[src/rtl/rc4_pkg.sv]
// Shared RC4 definitions: keystream-stage FSM states, plaintext character bounds
// and the plaintext validity test used to reject candidate keys.
package rc4_pkg;

  typedef enum logic [3:0] {
    ST_IDLE    = 4'd0,
    ST_INIT    = 4'd1,
    ST_INC_I   = 4'd2,
    ST_WAIT1   = 4'd3,
    ST_RD_SI   = 4'd4,
    ST_SET_SJ  = 4'd5,
    ST_WAIT2   = 4'd6,
    ST_RD_SJ   = 4'd7,
    ST_WR_SI   = 4'd8,
    ST_WR_SJ   = 4'd9,
    ST_SET_F   = 4'd10,
    ST_WAIT3   = 4'd11,
    ST_RD_F    = 4'd12,
    ST_WR_DEC  = 4'd13,
    ST_CHECK_K = 4'd14,
    ST_DONE    = 4'd15
  } decrypt_state_t;

  localparam logic [7:0] CHAR_LO         = 8'h61;
  localparam logic [7:0] CHAR_HI         = 8'h7A;
  localparam logic [7:0] CHAR_SPACE      = 8'h20;
  localparam int         DEFAULT_MSG_LEN = 32;

  // Lowercase letters and space are the only bytes a correct key can produce.
  function automatic logic is_valid_char(input logic [7:0] c);
    return ((c >= CHAR_LO) && (c <= CHAR_HI)) || (c == CHAR_SPACE);
  endfunction

  // Message index width; a one-byte message still needs a one-bit address.
  function automatic int msg_addr_width(input int len);
    return (len > 1) ? $clog2(len) : 1;
  endfunction

endpackage

[src/rtl/decrypt_message_if.sv]
// Control handshake plus the S, encrypted-ROM and decrypted-RAM buses of the
// RC4 keystream/decrypt stage. The slave side is the decryptor itself.
interface decrypt_message_if
  import rc4_pkg::*;
#(
  parameter int MSG_LEN = DEFAULT_MSG_LEN
) ();

  localparam int AW = msg_addr_width(MSG_LEN);

  logic          start;
  logic          finish;
  logic          bad_key;
  logic [7:0]    s_address;
  logic [7:0]    s_data;
  logic          s_wren;
  logic [7:0]    s_q;
  logic [AW-1:0] enc_address;
  logic [7:0]    enc_q;
  logic [AW-1:0] dec_address;
  logic [7:0]    dec_data;
  logic          dec_wren;

  modport master (
    output start, s_q, enc_q,
    input  finish, bad_key, s_address, s_data, s_wren,
           enc_address, dec_address, dec_data, dec_wren
  );

  modport slave (
    input  start, s_q, enc_q,
    output finish, bad_key, s_address, s_data, s_wren,
           enc_address, dec_address, dec_data, dec_wren
  );

endinterface

[src/rtl/decrypt_message.sv]
// RC4 pseudo-random generation stage: walks S with the i/j swap, XORs each
// keystream byte with the encrypted ROM and writes plaintext to the output RAM.
module decrypt_message
  import rc4_pkg::*;
#(
  parameter int MSG_LEN      = DEFAULT_MSG_LEN,
  parameter bit ABORT_ON_BAD = 1'b1
) (
  input  logic                    clk,
  input  logic                    reset_n,
  decrypt_message_if.slave        bus
);

  localparam int            AW     = msg_addr_width(MSG_LEN);
  localparam logic [AW-1:0] K_ONE  = AW'(1);
  localparam logic [AW-1:0] K_LAST = AW'(MSG_LEN - 1);

  decrypt_state_t state_r;
  logic [7:0]     i_r;
  logic [7:0]     j_r;
  logic [7:0]     si_r;
  logic [7:0]     sj_r;
  logic [7:0]     f_r;
  logic [7:0]     e_r;
  logic [AW-1:0]  k_r;

  logic           finish_r;
  logic           bad_key_r;
  logic [7:0]     s_address_r;
  logic [7:0]     s_data_r;
  logic           s_wren_r;
  logic [AW-1:0]  enc_address_r;
  logic [AW-1:0]  dec_address_r;
  logic [7:0]     dec_data_r;
  logic           dec_wren_r;

  assign bus.finish      = finish_r;
  assign bus.bad_key     = bad_key_r;
  assign bus.s_address   = s_address_r;
  assign bus.s_data      = s_data_r;
  assign bus.s_wren      = s_wren_r;
  assign bus.enc_address = enc_address_r;
  assign bus.dec_address = dec_address_r;
  assign bus.dec_data    = dec_data_r;
  assign bus.dec_wren    = dec_wren_r;

  // FSM and datapath: each state loads the registered outputs seen in the next
  // state, so strobes are high for exactly the WR_SI, WR_SJ, WR_DEC and DONE cycles.
  always_ff @(posedge clk or negedge reset_n) begin
    if (!reset_n) begin
      state_r       <= ST_IDLE;
      i_r           <= 8'd0;
      j_r           <= 8'd0;
      si_r          <= 8'd0;
      sj_r          <= 8'd0;
      f_r           <= 8'd0;
      e_r           <= 8'd0;
      k_r           <= '0;
      finish_r      <= 1'b0;
      bad_key_r     <= 1'b0;
      s_address_r   <= 8'd0;
      s_data_r      <= 8'd0;
      s_wren_r      <= 1'b0;
      enc_address_r <= '0;
      dec_address_r <= '0;
      dec_data_r    <= 8'd0;
      dec_wren_r    <= 1'b0;
    end else begin
      s_wren_r   <= 1'b0;
      dec_wren_r <= 1'b0;
      finish_r   <= 1'b0;
      case (state_r)
        ST_IDLE: begin
          if (bus.start) begin
            state_r <= ST_INIT;
          end else begin
            state_r <= ST_IDLE;
          end
        end
        ST_INIT: begin
          i_r       <= 8'd0;
          j_r       <= 8'd0;
          k_r       <= '0;
          bad_key_r <= 1'b0;
          state_r   <= ST_INC_I;
        end
        ST_INC_I: begin
          i_r         <= i_r + 8'd1;
          s_address_r <= i_r + 8'd1;
          state_r     <= ST_WAIT1;
        end
        ST_WAIT1: state_r <= ST_RD_SI;
        ST_RD_SI: begin
          si_r    <= bus.s_q;
          j_r     <= j_r + bus.s_q;
          state_r <= ST_SET_SJ;
        end
        ST_SET_SJ: begin
          s_address_r <= j_r;
          state_r     <= ST_WAIT2;
        end
        ST_WAIT2: state_r <= ST_RD_SJ;
        // Captured S[j] goes straight onto the write bus for the S[i] half of the swap.
        ST_RD_SJ: begin
          sj_r        <= bus.s_q;
          s_address_r <= i_r;
          s_data_r    <= bus.s_q;
          s_wren_r    <= 1'b1;
          state_r     <= ST_WR_SI;
        end
        ST_WR_SI: begin
          s_address_r <= j_r;
          s_data_r    <= si_r;
          s_wren_r    <= 1'b1;
          state_r     <= ST_WR_SJ;
        end
        ST_WR_SJ: state_r <= ST_SET_F;
        ST_SET_F: begin
          s_address_r   <= si_r + sj_r;
          enc_address_r <= k_r;
          state_r       <= ST_WAIT3;
        end
        ST_WAIT3: state_r <= ST_RD_F;
        ST_RD_F: begin
          f_r           <= bus.s_q;
          e_r           <= bus.enc_q;
          dec_address_r <= k_r;
          dec_data_r    <= bus.s_q ^ bus.enc_q;
          dec_wren_r    <= 1'b1;
          state_r       <= ST_WR_DEC;
        end
        ST_WR_DEC: begin
          if (!is_valid_char(f_r ^ e_r)) begin
            bad_key_r <= 1'b1;
          end else begin
            bad_key_r <= bad_key_r;
          end
          state_r <= ST_CHECK_K;
        end
        ST_CHECK_K: begin
          if ((k_r == K_LAST) || (ABORT_ON_BAD && bad_key_r)) begin
            finish_r <= 1'b1;
            state_r  <= ST_DONE;
          end else begin
            k_r     <= k_r + K_ONE;
            state_r <= ST_INC_I;
          end
        end
        ST_DONE: state_r <= ST_IDLE;
        default: state_r <= ST_IDLE;
      endcase
    end
  end

endmodule

[src/flat_wrapper.sv]
// flat-port wrapper written by rule: the top's interface ports become plain ports
module decrypt_message_flat import rc4_pkg::*;
#(
  parameter int MSG_LEN      = DEFAULT_MSG_LEN,
  parameter bit ABORT_ON_BAD = 1'b1
)
  (clk, reset_n, bus_start, bus_s_q, bus_enc_q, bus_finish, bus_bad_key, bus_s_address, bus_s_data, bus_s_wren, bus_enc_address, bus_dec_address, bus_dec_data, bus_dec_wren);
  decrypt_message_if #(.MSG_LEN(MSG_LEN)) bus_i ();
  input  logic clk;
  input  logic reset_n;
  input wire logic [$bits(bus_i.start)-1:0] bus_start;
  input wire logic [$bits(bus_i.s_q)-1:0] bus_s_q;
  input wire logic [$bits(bus_i.enc_q)-1:0] bus_enc_q;
  output wire logic [$bits(bus_i.finish)-1:0] bus_finish;
  output wire logic [$bits(bus_i.bad_key)-1:0] bus_bad_key;
  output wire logic [$bits(bus_i.s_address)-1:0] bus_s_address;
  output wire logic [$bits(bus_i.s_data)-1:0] bus_s_data;
  output wire logic [$bits(bus_i.s_wren)-1:0] bus_s_wren;
  output wire logic [$bits(bus_i.enc_address)-1:0] bus_enc_address;
  output wire logic [$bits(bus_i.dec_address)-1:0] bus_dec_address;
  output wire logic [$bits(bus_i.dec_data)-1:0] bus_dec_data;
  output wire logic [$bits(bus_i.dec_wren)-1:0] bus_dec_wren;
  assign bus_i.start = bus_start;
  assign bus_i.s_q = bus_s_q;
  assign bus_i.enc_q = bus_enc_q;
  assign bus_finish = bus_i.finish;
  assign bus_bad_key = bus_i.bad_key;
  assign bus_s_address = bus_i.s_address;
  assign bus_s_data = bus_i.s_data;
  assign bus_s_wren = bus_i.s_wren;
  assign bus_enc_address = bus_i.enc_address;
  assign bus_dec_address = bus_i.dec_address;
  assign bus_dec_data = bus_i.dec_data;
  assign bus_dec_wren = bus_i.dec_wren;
  decrypt_message #(.MSG_LEN(MSG_LEN), .ABORT_ON_BAD(ABORT_ON_BAD)) u_core (.clk(clk), .reset_n(reset_n), .bus(bus_i));
endmodule
[config.mk]
export PLATFORM = sky130hd
export DESIGN_NAME = decrypt_message_flat
export DESIGN_NICKNAME = d
export VERILOG_FILES = /design/src/rtl/rc4_pkg.sv /design/src/rtl/decrypt_message_if.sv /design/src/rtl/decrypt_message.sv /design/src/flat_wrapper.sv
export SDC_FILE = /design/constraint.sdc
export NUM_CORES = 1
export LEC_CHECK = 0
export ABC_AREA = 1
export CAP_MARGIN = 20
export CORE_UTILIZATION = 30
export CTS_CLUSTER_SIZE = 40
export DETAILED_ROUTE_END_ITERATION = 16
export PLACE_DENSITY = 0.48
export RECOVER_POWER = 100
export SLEW_MARGIN = 10
export SYNTH_ARGS = -nofsm -noshare
export SYNTH_HDL_FRONTEND = slang
export SYNTH_SLANG_ARGS = --single-unit
export TNS_END_PERCENT = 30
[constraint.sdc]
create_clock -name clk -period 3.85 [get_ports clk]
set_input_delay 0.385 -clock clk [delete_from_list [all_inputs] [get_ports clk]]
set_output_delay 0.385 -clock clk [all_outputs]
set_load 0.01 [all_outputs]
==> summary.md <==
| Metric | Value |
|---|---|
| Status | `finished with violations` |
| Failing checks | `capacitance limit, slew limit` |
| Crit path kind | `flip-flop to flip-flop` |
| Yosys cell types | `35` |
| Most frequent cell after synthesis | `nand2_1` |
| TritonRoute pass-1 iters | `5` |
| First-pass GRT wire length | `20,800 µm` |
| Critical Path RT | `4.14 ns` |
| Non-filler instance count after layout | `868` |
| Hold Crit Class | `input port to async pin` |
| Vias per cell | `4.69` |
| Gr usage total | `0.166` |
| Main synth FF type | `dfrtp_1` |
| Worst-margin pin slew | `1.66 ns` |
| Clock Sinks | `95` |
| Share of the synthesized area in the top cell type | `0.494` |
| Warnings from Yosys | `0` |
| Slowest cell on crit path | `nor3_1` |
| Final period util | `0.640` |
| #FFs+latches synth | `95` |
| Largest area contributor in the netlist | `dfrtp_1` |
| RSZ-0062 raised after global routing | `false` |
| Grt total ovfl | `0` |
| Number of buffers created by CTS | `9` |
| Pre-CTS WS | `1.68 ns` |
| Area of the core | `15,400 µm²` |
| Clock-pin slew on the worst setup and hold paths | `0.07 ns` |
| Crit-path max cell delay | `0.87 ns` |
| Pins over their slew limit | `64` |
| P&R area growth vs syn | `21.2%` |
| Initial antenna violation count | `0` |
| Mapped Area | `4810 µm²` |
| Largest net degree at the start of global routing | `64` |
| Final min period | `2.46 ns` |
| Clk_skew | `0.00788 ns` |
| Worst Path Arrival | `2.75 ns` |
| Max-cap violations | `1` |
| Top Ports | `57` |
| Relative slew slack | `-0.103` |
| Clk_lat worst skew | `0.36 ns` |
| Async S/R FF share, synth | `1.00` |
| Placed instance count | `852` |
| Vias in the first global route | `4,061` |
| Mapped Nets | `630` |
| Fmax | `406 MHz` |
| WL/cell | `14.3 µm` |
| Layout Nets | `690` |
| Maximum VDD drop | `0.000343 V` |
| Pleak | `2.94 nW` |
| Die Footprint | `16,500 µm²` |
| CTS Root Cell | `clkbuf_16` |
| Largest buffer count on any clock path | `2` |
| Setup ws final | `1.39 ns` |
| DRT Wirelength | `12,400 µm` |
| Die Span Y | `129 µm` |
| DP HPWL | `9100 µm` |
| Share of cells above drive strength 1 | `0.0411` |
| Startpoint Class | `flip-flop` |
| CP Capture Type | `flip-flop` |
| Most used cell, CP | `nand2_1` |
| Row cnt | `45` |
| Max FO, Critical Path | `15` |
| Post-CTS Hold Fix Bufs | `0` |
| Final hold viol count | `0` |
| Port Buffers | `56` |
| Post-synth EDFFs | `0` |
| Detailed Route Iter0 Violations | `236` |
| Reg2Reg Setup Slack | `1.39 ns` |
| # resized after CTS | `0` |
| Top cells by count, synth | `nand2_1, dfrtp_1, inv_1` |
| Final ANT Viol Nets | `0` |
| Mean Syn Cell Area | `8.13 µm²` |
| Antenna Diode Count | `0` |
| Mapped Cells | `592` |
| Design area | `5830 µm²` |
| Initial Util | `0.312` |
| Routed vias | `4,069` |
| Pwr dens | `763 nW/µm²` |
| CTS tree | `done` |
| Post-CTS Setup Bufs | `0` |
| Placed inst area | `5590 µm²` |
| Setup TNS | `0 ns` |
| Setup Viol. Count Final | `0` |
| CTS H-tree lvls | `3` |
| Ranking of synthesized cells by area | `dfrtp_1, nand2_1, o21ai_0` |
| Post-synthesis sequential area ratio | `0.494` |
| DRC | `0` |
| Die W | `129 µm` |
| PnR Total Power | `4.45 mW` |
| Final GP Congestion | `0.828` |
| CP Cell Sequence | `inv_1 > nor2_1 > nand3_1 > nand2_1 > nor3_1 > nand2_1 > nand2_1 > inv_1 > nand3_1` |
area by class of cell:
cell class                 count  area, µm²
clock buffer                   9        225
multi-input combinational    422       2090
fill                        1628       9600
tap                          211        264
clock inverter                 7       61.3
inverter                      67        251
timing repair buffer          57        563
sequential                    95       2380
metal layers:
| layer | routed length (µm) | vias up | share of wire | track usage |
|---|---|---|---|---|
| li1 | - | 2044 | - | - |
| met1 | 6100 | 1917 | 0.49 | 0.223 |
| met2 | 5650 | 92 | 0.45 | 0.263 |
| met3 | 538 | 16 | 0.043 | 0.0412 |
| met4 | 150 | 0 | 0.012 | 0.0561 |
| met5 | 0 | - | 0 | 0 |
layout by cell type (no fill, tap or decap), types with 14 or more instances in the layout:
cell type and instances:
o21ai_0 57, ha_1 17, inv_1 66, nand2_1 203
nor2_1 40, dlygate4sd3_1 38, a21oi_1 14, dfrtp_1 95
clkdlybuf4s50_1 17, nand3_1 39
worst max-delay path, delay by kind of cell, from the launching register on:
| family | cells | cell delay [ns] |
|---|---|---|
| and+or+nand+nor | 7 | 1.86 |
| DFF | 1 | 0.42 |
| buffers and inverters | 2 | 0.13 |
final timing paths:
check                                             start                         to  cells past startpoint
worst max-delay path                  u_core.state_r[2]    u_core.bus.s_address[5]                      9
worst min-delay path                            reset_n  u_core.bus.enc_address[0]                      1
worst max register to register        u_core.state_r[2]    u_core.bus.s_address[5]                      9
worst min register to register  u_core.bus.s_address[0]    u_core.bus.s_address[0]                      2
max in group asynchronous                       reset_n       u_core.bus.s_data[1]                      2
min in group clk                u_core.bus.s_address[0]    u_core.bus.s_address[0]                      2
cell families (layout without fill, tap and decap cells):
group,Yosys count,count (layout),synth area share
AOI/OAI and AO/OA,91,91,0.109
and+or+nand+nor,302,302,0.264
xor gates and xnor gates,10,10,0.0182
DFF,95,95,0.494
buffers and inverters,75,140,0.0624
adders and majority gates,19,19,0.0525
state kept, by name (all words and copies together), names as in the netlist:
name                    count
u_core.state_r              4
u_core.bus.s_wren           1
u_core.bus.s_address        8
u_core.f_r                  8
u_core.i_r                  8
u_core.bus.finish           1
u_core.bus.dec_address      5
u_core.bus.dec_wren         1
u_core.bus.dec_data         8
u_core.sj_r                 8
u_core.j_r                  8
u_core.bus.enc_address      5
u_core.e_r                  8
u_core.k_r                  5
u_core.si_r                 8
u_core.bus.bad_key          1
u_core.bus.s_data           8
metrics by stage:
| stage | util | hold slack, ns |
|---|---|---|
| 2_1_floorplan | - | 0.0894 |
| 3_3_place_gp | 0.362 | 0.467 |
| 3_5_place_dp | 0.362 | 0.470 |
| 4_1_cts | 0.381 | 0.148 |
| 5_1_grt | 0.378 | 0.510 |
| 6_report | 0.378 | 0.449 |
report_power, final:
part           leakage [nW]  total, mW  switching, mW  internal, mW
Sequential             1.21       1.65          0.280          1.37
Clock                 0.135      0.882          0.430         0.452
Combinational          1.60       1.91           1.17         0.747
Note: power is estimated with default switching activity, not from simulation.
